### config.mk
export PLATFORM = sky130hd
export DESIGN_NAME = dmem_arbiter_flat
export DESIGN_NICKNAME = d
export VERILOG_FILES = /design/src/rtl/dmem_pkg.sv /design/src/rtl/dmem_arbiter_if.sv /design/src/rtl/dmem_access_check.sv /design/src/rtl/dmem_arbiter.sv /design/src/flat_wrapper.sv
export SDC_FILE = /design/constraint.sdc
export NUM_CORES = 1
export LEC_CHECK = 0
export ABC_AREA = 1
export BUFFER_PORTS_ARGS = -buffer_cell sky130_fd_sc_hd__buf_2
export CAP_MARGIN = 20
export CORE_AREA = 2 2 120 122
export CTS_BUF_LIST = sky130_fd_sc_hd__clkbuf_8
export DETAILED_ROUTE_END_ITERATION = 12
export DIE_AREA = 0 0 122 124
export GPL_ROUTABILITY_DRIVEN = 0
export PLACE_DENSITY = 0.75
export SLEW_MARGIN = 30
export SYNTH_ARGS = -nofsm -noshare
export SYNTH_HDL_FRONTEND = slang
export SYNTH_SLANG_ARGS = --single-unit
### constraint.sdc
create_clock -name clock -period 6 [get_ports clock]
set_input_delay 1.2 -clock clock [delete_from_list [all_inputs] [get_ports clock]]
set_output_delay 1.2 -clock clock [all_outputs]
set_load 0.005 [all_outputs]
### src/rtl/dmem_pkg.sv
// Shared types and constants for the data-memory arbiter slice:
// arbiter FSM states, access-size decoding and the default memory capacity.
package dmem_pkg;

    localparam int unsigned DMEM_SIZE_DEFAULT = 16384;

    typedef enum logic [1:0] {
        ST_IDLE,
        ST_SERVE,
        ST_ACK
    } arb_state_e;

    typedef enum logic [1:0] {
        SZ_WORD,
        SZ_HALF,
        SZ_BYTE,
        SZ_INVALID
    } access_size_e;

    function automatic access_size_e decodeSize(input logic byteSel, input logic halfSel);
        if (byteSel && halfSel) begin
            return SZ_INVALID;
        end else if (byteSel) begin
            return SZ_BYTE;
        end else if (halfSel) begin
            return SZ_HALF;
        end
        return SZ_WORD;
    endfunction

    // An invalid size is rejected on its own, so its byte count never matters.
    function automatic logic [2:0] sizeBytes(input access_size_e size);
        case (size)
            SZ_BYTE: return 3'd1;
            SZ_HALF: return 3'd2;
            default: return 3'd4;
        endcase
    endfunction

endpackage

### src/rtl/dmem_arbiter_if.sv
// Bundle of both requester ports and the dmem control/data lines.
// The arbiter uses the slave view; requesters plus the memory use the master view.
interface dmem_arbiter_if;

    logic        r0_req, r0_we, r0_byte, r0_half_word, r0_sign_extend;
    logic [0:31] r0_addr, r0_wdata;
    logic        r0_ack, r0_err;
    logic [0:31] r0_rdata;

    logic        r1_req, r1_we, r1_byte, r1_half_word, r1_sign_extend;
    logic [0:31] r1_addr, r1_wdata;
    logic        r1_ack, r1_err;
    logic [0:31] r1_rdata;

    logic [0:31] mem_addr, mem_data_in, mem_data_out;
    logic        mem_write_enable, mem_byte, mem_half_word, mem_sign_extend;

    modport slave (
        input  r0_req, r0_we, r0_byte, r0_half_word, r0_sign_extend, r0_addr, r0_wdata,
        output r0_ack, r0_err, r0_rdata,
        input  r1_req, r1_we, r1_byte, r1_half_word, r1_sign_extend, r1_addr, r1_wdata,
        output r1_ack, r1_err, r1_rdata,
        output mem_addr, mem_data_in, mem_write_enable, mem_byte, mem_half_word, mem_sign_extend,
        input  mem_data_out
    );

    modport master (
        output r0_req, r0_we, r0_byte, r0_half_word, r0_sign_extend, r0_addr, r0_wdata,
        input  r0_ack, r0_err, r0_rdata,
        output r1_req, r1_we, r1_byte, r1_half_word, r1_sign_extend, r1_addr, r1_wdata,
        input  r1_ack, r1_err, r1_rdata,
        input  mem_addr, mem_data_in, mem_write_enable, mem_byte, mem_half_word, mem_sign_extend,
        output mem_data_out
    );

endinterface

### src/rtl/dmem_access_check.sv
// Combinational access validator: flags malformed size, misalignment and
// any access whose last byte falls beyond the memory capacity.
module dmem_access_check
    import dmem_pkg::*;
#(
    parameter int unsigned SIZE = DMEM_SIZE_DEFAULT
) (
    input  logic        byteSel_i,
    input  logic        halfSel_i,
    input  logic [0:31] addr_i,
    output logic        bad_o
);

    access_size_e size;
    logic [32:0]  endAddr;
    logic         misaligned;

    // The end address is one bit wider so addresses near 2^32 cannot wrap into range.
    always_comb begin
        size       = decodeSize(byteSel_i, halfSel_i);
        endAddr    = {1'b0, addr_i} + {30'd0, sizeBytes(size)};
        misaligned = ((size == SZ_HALF) && addr_i[31])
                   || ((size == SZ_WORD) && (addr_i[30:31] != 2'b00));
        bad_o      = (size == SZ_INVALID) || misaligned || (endAddr > 33'(SIZE));
    end

endmodule

### src/rtl/dmem_arbiter.sv
// Round-robin two-requester arbiter and one-access-per-three-cycles sequencer
// for the single-port data memory; owns every dmem control input.
module dmem_arbiter
    import dmem_pkg::*;
#(
    parameter int unsigned SIZE = DMEM_SIZE_DEFAULT
) (
    input logic           clock,
    input logic           reset,
    dmem_arbiter_if.slave bus
);

    arb_state_e  state_q;
    logic        gnt_q;
    logic        gnt_d;
    logic        bad_q;
    logic        lastGrant_q;
    logic [1:0]  ack_q;
    logic [1:0]  err_q;
    logic [0:31] rdata_q [2];

    logic        anyReq;
    logic        selGnt;
    logic        serving;
    logic        badNow;
    logic        selWe, selByte, selHalf, selSext;
    logic [0:31] selAddr, selWdata;

    // On a tie the requester that was not served last wins.
    always_comb begin
        anyReq = bus.r0_req | bus.r1_req;
        if (bus.r0_req && bus.r1_req) begin
            gnt_d = ~lastGrant_q;
        end else if (bus.r0_req) begin
            gnt_d = 1'b0;
        end else begin
            gnt_d = 1'b1;
        end
    end

    assign selGnt  = (state_q == ST_IDLE) ? gnt_d : gnt_q;
    assign serving = (state_q == ST_SERVE);

    always_comb begin
        if (selGnt) begin
            selWe    = bus.r1_we;
            selByte  = bus.r1_byte;
            selHalf  = bus.r1_half_word;
            selSext  = bus.r1_sign_extend;
            selAddr  = bus.r1_addr;
            selWdata = bus.r1_wdata;
        end else begin
            selWe    = bus.r0_we;
            selByte  = bus.r0_byte;
            selHalf  = bus.r0_half_word;
            selSext  = bus.r0_sign_extend;
            selAddr  = bus.r0_addr;
            selWdata = bus.r0_wdata;
        end
    end

    dmem_access_check #(
        .SIZE(SIZE)
    ) u_check (
        .byteSel_i(selByte),
        .halfSel_i(selHalf),
        .addr_i   (selAddr),
        .bad_o    (badNow)
    );

    // Memory controls are decoded from the state register so a reset mid-SERVE
    // withdraws the write enable immediately.
    assign bus.mem_addr         = serving ? selAddr  : '0;
    assign bus.mem_data_in      = serving ? selWdata : '0;
    assign bus.mem_byte         = serving & selByte;
    assign bus.mem_half_word    = serving & selHalf;
    assign bus.mem_sign_extend  = serving & selSext;
    assign bus.mem_write_enable = serving & selWe & ~bad_q;

    always_ff @(posedge clock or posedge reset) begin
        if (reset) begin
            state_q     <= ST_IDLE;
            gnt_q       <= 1'b0;
            bad_q       <= 1'b0;
            lastGrant_q <= 1'b1;
            ack_q       <= '0;
            err_q       <= '0;
            rdata_q[0]  <= '0;
            rdata_q[1]  <= '0;
        end else begin
            ack_q <= '0;
            case (state_q)
                ST_IDLE: begin
                    if (anyReq) begin
                        gnt_q   <= gnt_d;
                        bad_q   <= badNow;
                        state_q <= ST_SERVE;
                    end
                end
                ST_SERVE: begin
                    err_q[gnt_q] <= bad_q;
                    if (!selWe && !bad_q) begin
                        rdata_q[gnt_q] <= bus.mem_data_out;
                    end
                    lastGrant_q  <= gnt_q;
                    ack_q[gnt_q] <= 1'b1;
                    state_q      <= ST_ACK;
                end
                ST_ACK: begin
                    state_q <= ST_IDLE;
                end
                default: begin
                    state_q <= ST_IDLE;
                end
            endcase
        end
    end

    assign bus.r0_ack   = ack_q[0];
    assign bus.r1_ack   = ack_q[1];
    assign bus.r0_err   = err_q[0];
    assign bus.r1_err   = err_q[1];
    assign bus.r0_rdata = rdata_q[0];
    assign bus.r1_rdata = rdata_q[1];

endmodule
### src/flat_wrapper.sv
// flat-port wrapper written by rule: the top's interface ports become plain ports
module dmem_arbiter_flat import dmem_pkg::*;
#(
    parameter int unsigned SIZE = DMEM_SIZE_DEFAULT
)
  (clock, reset, bus_r0_req, bus_r0_we, bus_r0_byte, bus_r0_half_word, bus_r0_sign_extend, bus_r0_addr, bus_r0_wdata, bus_r0_ack, bus_r0_err, bus_r0_rdata, bus_r1_req, bus_r1_we, bus_r1_byte, bus_r1_half_word, bus_r1_sign_extend, bus_r1_addr, bus_r1_wdata, bus_r1_ack, bus_r1_err, bus_r1_rdata, bus_mem_addr, bus_mem_data_in, bus_mem_write_enable, bus_mem_byte, bus_mem_half_word, bus_mem_sign_extend, bus_mem_data_out);
  dmem_arbiter_if bus_i ();
  input logic clock;
  input logic reset;
  input wire logic [$bits(bus_i.r0_req)-1:0] bus_r0_req;
  input wire logic [$bits(bus_i.r0_we)-1:0] bus_r0_we;
  input wire logic [$bits(bus_i.r0_byte)-1:0] bus_r0_byte;
  input wire logic [$bits(bus_i.r0_half_word)-1:0] bus_r0_half_word;
  input wire logic [$bits(bus_i.r0_sign_extend)-1:0] bus_r0_sign_extend;
  input wire logic [$bits(bus_i.r0_addr)-1:0] bus_r0_addr;
  input wire logic [$bits(bus_i.r0_wdata)-1:0] bus_r0_wdata;
  output wire logic [$bits(bus_i.r0_ack)-1:0] bus_r0_ack;
  output wire logic [$bits(bus_i.r0_err)-1:0] bus_r0_err;
  output wire logic [$bits(bus_i.r0_rdata)-1:0] bus_r0_rdata;
  input wire logic [$bits(bus_i.r1_req)-1:0] bus_r1_req;
  input wire logic [$bits(bus_i.r1_we)-1:0] bus_r1_we;
  input wire logic [$bits(bus_i.r1_byte)-1:0] bus_r1_byte;
  input wire logic [$bits(bus_i.r1_half_word)-1:0] bus_r1_half_word;
  input wire logic [$bits(bus_i.r1_sign_extend)-1:0] bus_r1_sign_extend;
  input wire logic [$bits(bus_i.r1_addr)-1:0] bus_r1_addr;
  input wire logic [$bits(bus_i.r1_wdata)-1:0] bus_r1_wdata;
  output wire logic [$bits(bus_i.r1_ack)-1:0] bus_r1_ack;
  output wire logic [$bits(bus_i.r1_err)-1:0] bus_r1_err;
  output wire logic [$bits(bus_i.r1_rdata)-1:0] bus_r1_rdata;
  output wire logic [$bits(bus_i.mem_addr)-1:0] bus_mem_addr;
  output wire logic [$bits(bus_i.mem_data_in)-1:0] bus_mem_data_in;
  output wire logic [$bits(bus_i.mem_write_enable)-1:0] bus_mem_write_enable;
  output wire logic [$bits(bus_i.mem_byte)-1:0] bus_mem_byte;
  output wire logic [$bits(bus_i.mem_half_word)-1:0] bus_mem_half_word;
  output wire logic [$bits(bus_i.mem_sign_extend)-1:0] bus_mem_sign_extend;
  input wire logic [$bits(bus_i.mem_data_out)-1:0] bus_mem_data_out;
  assign bus_i.r0_req = bus_r0_req;
  assign bus_i.r0_we = bus_r0_we;
  assign bus_i.r0_byte = bus_r0_byte;
  assign bus_i.r0_half_word = bus_r0_half_word;
  assign bus_i.r0_sign_extend = bus_r0_sign_extend;
  assign bus_i.r0_addr = bus_r0_addr;
  assign bus_i.r0_wdata = bus_r0_wdata;
  assign bus_r0_ack = bus_i.r0_ack;
  assign bus_r0_err = bus_i.r0_err;
  assign bus_r0_rdata = bus_i.r0_rdata;
  assign bus_i.r1_req = bus_r1_req;
  assign bus_i.r1_we = bus_r1_we;
  assign bus_i.r1_byte = bus_r1_byte;
  assign bus_i.r1_half_word = bus_r1_half_word;
  assign bus_i.r1_sign_extend = bus_r1_sign_extend;
  assign bus_i.r1_addr = bus_r1_addr;
  assign bus_i.r1_wdata = bus_r1_wdata;
  assign bus_r1_ack = bus_i.r1_ack;
  assign bus_r1_err = bus_i.r1_err;
  assign bus_r1_rdata = bus_i.r1_rdata;
  assign bus_mem_addr = bus_i.mem_addr;
  assign bus_mem_data_in = bus_i.mem_data_in;
  assign bus_mem_write_enable = bus_i.mem_write_enable;
  assign bus_mem_byte = bus_i.mem_byte;
  assign bus_mem_half_word = bus_i.mem_half_word;
  assign bus_mem_sign_extend = bus_i.mem_sign_extend;
  assign bus_i.mem_data_out = bus_mem_data_out;
  dmem_arbiter #(.SIZE(SIZE)) u_core (.clock(clock), .reset(reset), .bus(bus_i));
endmodule
==> results.tsv <==
stage	metric	value	unit
min_path	Worst Hold Path EP	u_core.bus.r0_rdata[25]	
min_path	hold path startpoint	u_core.bus.r0_rdata[25]	
yosys	Netlist cell types	35	
global_route	initial antenna violation count	3	
pwr	internal power	1.38	mW
critical_path	reg2reg path depth	26	
min_path	worst hold path depth	2	
critical_path	CP max FO	33	
route	Vias/cell	4.84	
timing	minimum clock period	4.57	ns
pwr	Pleak	4.70	nW
critical_path	CP required	6.23	ns
final_layout	cell area after layout	7460	um^2
clock_tree	clock latency on the worst-skew pair	0.33	ns
global_route	grt total ovfl	0	
yosys	register area share after synthesis	0.324	
outcome	status	completed	
yosys	mux share of post-synthesis cell area	0.00244	
clock_tree	maximum root-to-sink buffer count	2	
yosys	Syn Nets	1097	
timing	setup_tns	0	ns
floorplanning	die height	124	um
critical_path	Worst path most repeated cell	nand2_1	
yosys	largest family of logic cells by synthesized area	simple AND/OR/NAND/NOR gates	
timing	Final Hold Vio Count	0	
pwr	combinational group share of total power	0.681	
yosys	Synth Area in Simple Gates	0.364	
timing	Setup violations, final	0	
timing	Slew Viols, Final	0	
yosys	post-synthesis compound-gate area fraction	0.155	
timing	Hold Slack	0.486	ns
timing	highest clock rate	0.219	GHz
yosys	Synth Instances	917	
timing	RSZ-0062 raised after global routing	no	
critical_path	worst r2r dst	u_core.bad_q	
pwr	Reg power frac	0.191	
floorplanning	Core ar.	13700	um^2
clock_tree	CTS tree	yes	
critical_path	WS Path Type	input pin to flop	
final_layout	final net count	1380	
yosys	most common flop cell mapped by yosys	dfrtp_1	
pwr	clock share of power	0.129	
floorplanning	Placement Rows	43	
clock_tree	Post-CTS Setup Repair Bufs	0	
placed_design	Area after DPL	7250	um^2
critical_path	FF-to-FF Start	u_core.lastGrant_q	
yosys	async set or reset register ratio after synthesis	1.00	
critical_path	CP arrival	4.80	ns
final_layout	most frequent cells in the layout	buf_2 (307), nand2_1 (285), inv_1 (142)	
timing	worst-margin pin slew	0.629	ns
global_route	total track usage	0.240	
final_layout	proportion of layout cells with a drive suffix above 1	0.295	
critical_path	flop-to-flop setup slack	1.82	ns
route	post-route DRC violation count	0	
pwr	Sw Ratio	0.522	
placed_design	DP HPWL	14900	um
pwr	maximum VDD drop	207	uV
final_layout	synthesis-to-layout area growth	32.4	%
route	router iterations before antenna repair	5	
clock_tree	post-CTS resize count	0	
placed_design	IO buf count	307	
yosys	synthesized flop and latch total	73	
yosys	XOR/XNOR share of the synthesized area	0.00466	
clock_tree	Reg clk slew, reported paths	0.08	ns
floorplanning	Die Area	15100	um^2
route	initial DRC count	459	
floorplanning	Starting Density	0.411	
pwr	NetSw	1.50	mW
timing	share of the clock period used by the worst path	0.762	
pwr	PwrDens	386	nW/um^2
yosys	Synthesis Warnings	0	
route	routed len/inst	13.5	um
critical_path	Worst setup SP type	input pin	
final_layout	commonest non-fill, non-tap cell in the layout	buf_2	
global_route	vias in the first global route	6159	
yosys	mapped cell area	5640	um^2
final_layout	FILL cells	1422	
pwr	overall power	2.88	mW
route	final WL	18800	um
critical_path	CP endpoint kind	flop	
route	total number of vias	6719	
run	Max Cap Violations	0	
route	Post-DRT Antenna Nets	0	
min_path	worst hold-check path type	flop to flop	
yosys	Post-synth EDFFs	0	
critical_path	Worst path max stage delay	0.45	ns
global_route	largest net degree at the start of global routing	74	
timing	Slew HR	0.580	
timing	skew final	0.00788	ns
clock_tree	clk sinks	73	
clock_tree	total CTS buffers	9	
yosys	synthesized area per cell	6.15	um^2
floorplanning	Ports	308	
clock_tree	H-tree levels	3	
clock_tree	Root Buffer	clkbuf_8	
yosys	Synth Area in Adders	0.0191	
critical_path	critical path's slowest cell	nand2_2	
clock_tree	Hold Buf Count CTS	0	
floorplanning	die width	122	um
global_route	first-pass GRT wire length	29200	um
flip-flops by register name (all words and copies together), names as in the netlist:
name and flops:
u_core.bus.r1_rdata 32, u_core.err_q 2, u_core.gnt_q 1, u_core.ack_q 2, u_core.state_q 2, u_core.bad_q 1
u_core.lastGrant_q 1, u_core.bus.r0_rdata 32
cell usage after synthesis, drive strengths merged (2+ instances only):
cell type | count | area share
nand2 | 295 | 0.20
inv | 144 | 0.096
nor2 | 115 | 0.082
o21ai | 111 | 0.099
dfrtp | 72 | 0.32
nand3 | 62 | 0.058
o21bai | 33 | 0.044
clkbuf | 25 | 0.017
buf | 15 | 0.018
a21oi | 11 | 0.0098
nand3b | 8 | 0.011
ha | 7 | 0.016
nand4 | 4 | 0.0044
nor3 | 4 | 0.0036
xor2 | 2 | 0.0031
cells by family after synthesis:
logic type | count (synthesis)
xor gates and xnor gates | 3
adders and majority gates | 8
AOI/OAI and AO/OA | 157
and+or+nand+nor | 491
DFF | 73
buffers and inverters | 184
muxes | 1
metrics by stage:
step            util  cells  setup slack [ns]
2_1_floorplan      -    917              1.47
3_3_place_gp   0.528   1369              1.22
3_5_place_dp   0.529   1369              1.07
4_1_cts        0.543   1385              1.39
5_1_grt        0.544   1387             0.889
6_report       0.544   1387              1.43
power by group through the flow:
stage	registers [mW]	clock network [mW]	logic, mW
6_report	0.548	0.371	1.96
2_1_floorplan	0.558	0	1.36
3_3_place_gp	0.556	0	1.92
5_1_grt	0.553	0.401	2.22
4_1_cts	0.547	0.381	1.95
3_5_place_dp	0.557	0	1.94
routing by layer:
layer,vias to the layer above,track usage,part of all wire
met5,-,0,0.00069
met4,2,0.0869,0.026
met3,40,0.0430,0.070
met2,263,0.405,0.47
met1,3007,0.307,0.43
li1,3407,-,-
cell type report:
cell class                      instances  area [um^2]  share of cell area
Multi-Input combinational cell        660         3090               0.415
Timing Repair Buffer                  312         1580               0.211
Sequential cell                        73         1830               0.245
Clock inverter                          7         68.8             0.00922
Antenna cell                            2         5.00            0.000671
Inverter                              144          541              0.0724
Clock buffer                            9          124              0.0166
Tap cell                              180          225              0.0302
worst max-delay path by stage:
| stage | start | endpoint | cells past startpoint |
|---|---|---|---|
| 3_3_place_gp | bus_r1_req | u_core.bad_q | 26 |
| 4_1_cts | bus_r1_req | bus_mem_addr[31] | 8 |
| 5_1_grt | bus_r1_req | u_core.bad_q | 26 |
| 6_report | bus_r1_req | u_core.bad_q | 26 |
| 3_5_place_dp | bus_r1_req | u_core.bad_q | 26 |
| 2_1_floorplan | bus_r1_req | u_core.bad_q | 29 |
worst max-delay path: cells and delay by family:
kind,cells,cell delay (ns)
AND/OR/NAND/NOR,17,2.19
buffers and inverters,5,0.41
AO/OA/AOI/OAI,1,0.26
adder cells (fa/ha/maj),3,0.73
Power figures use the tool's default switching activity.
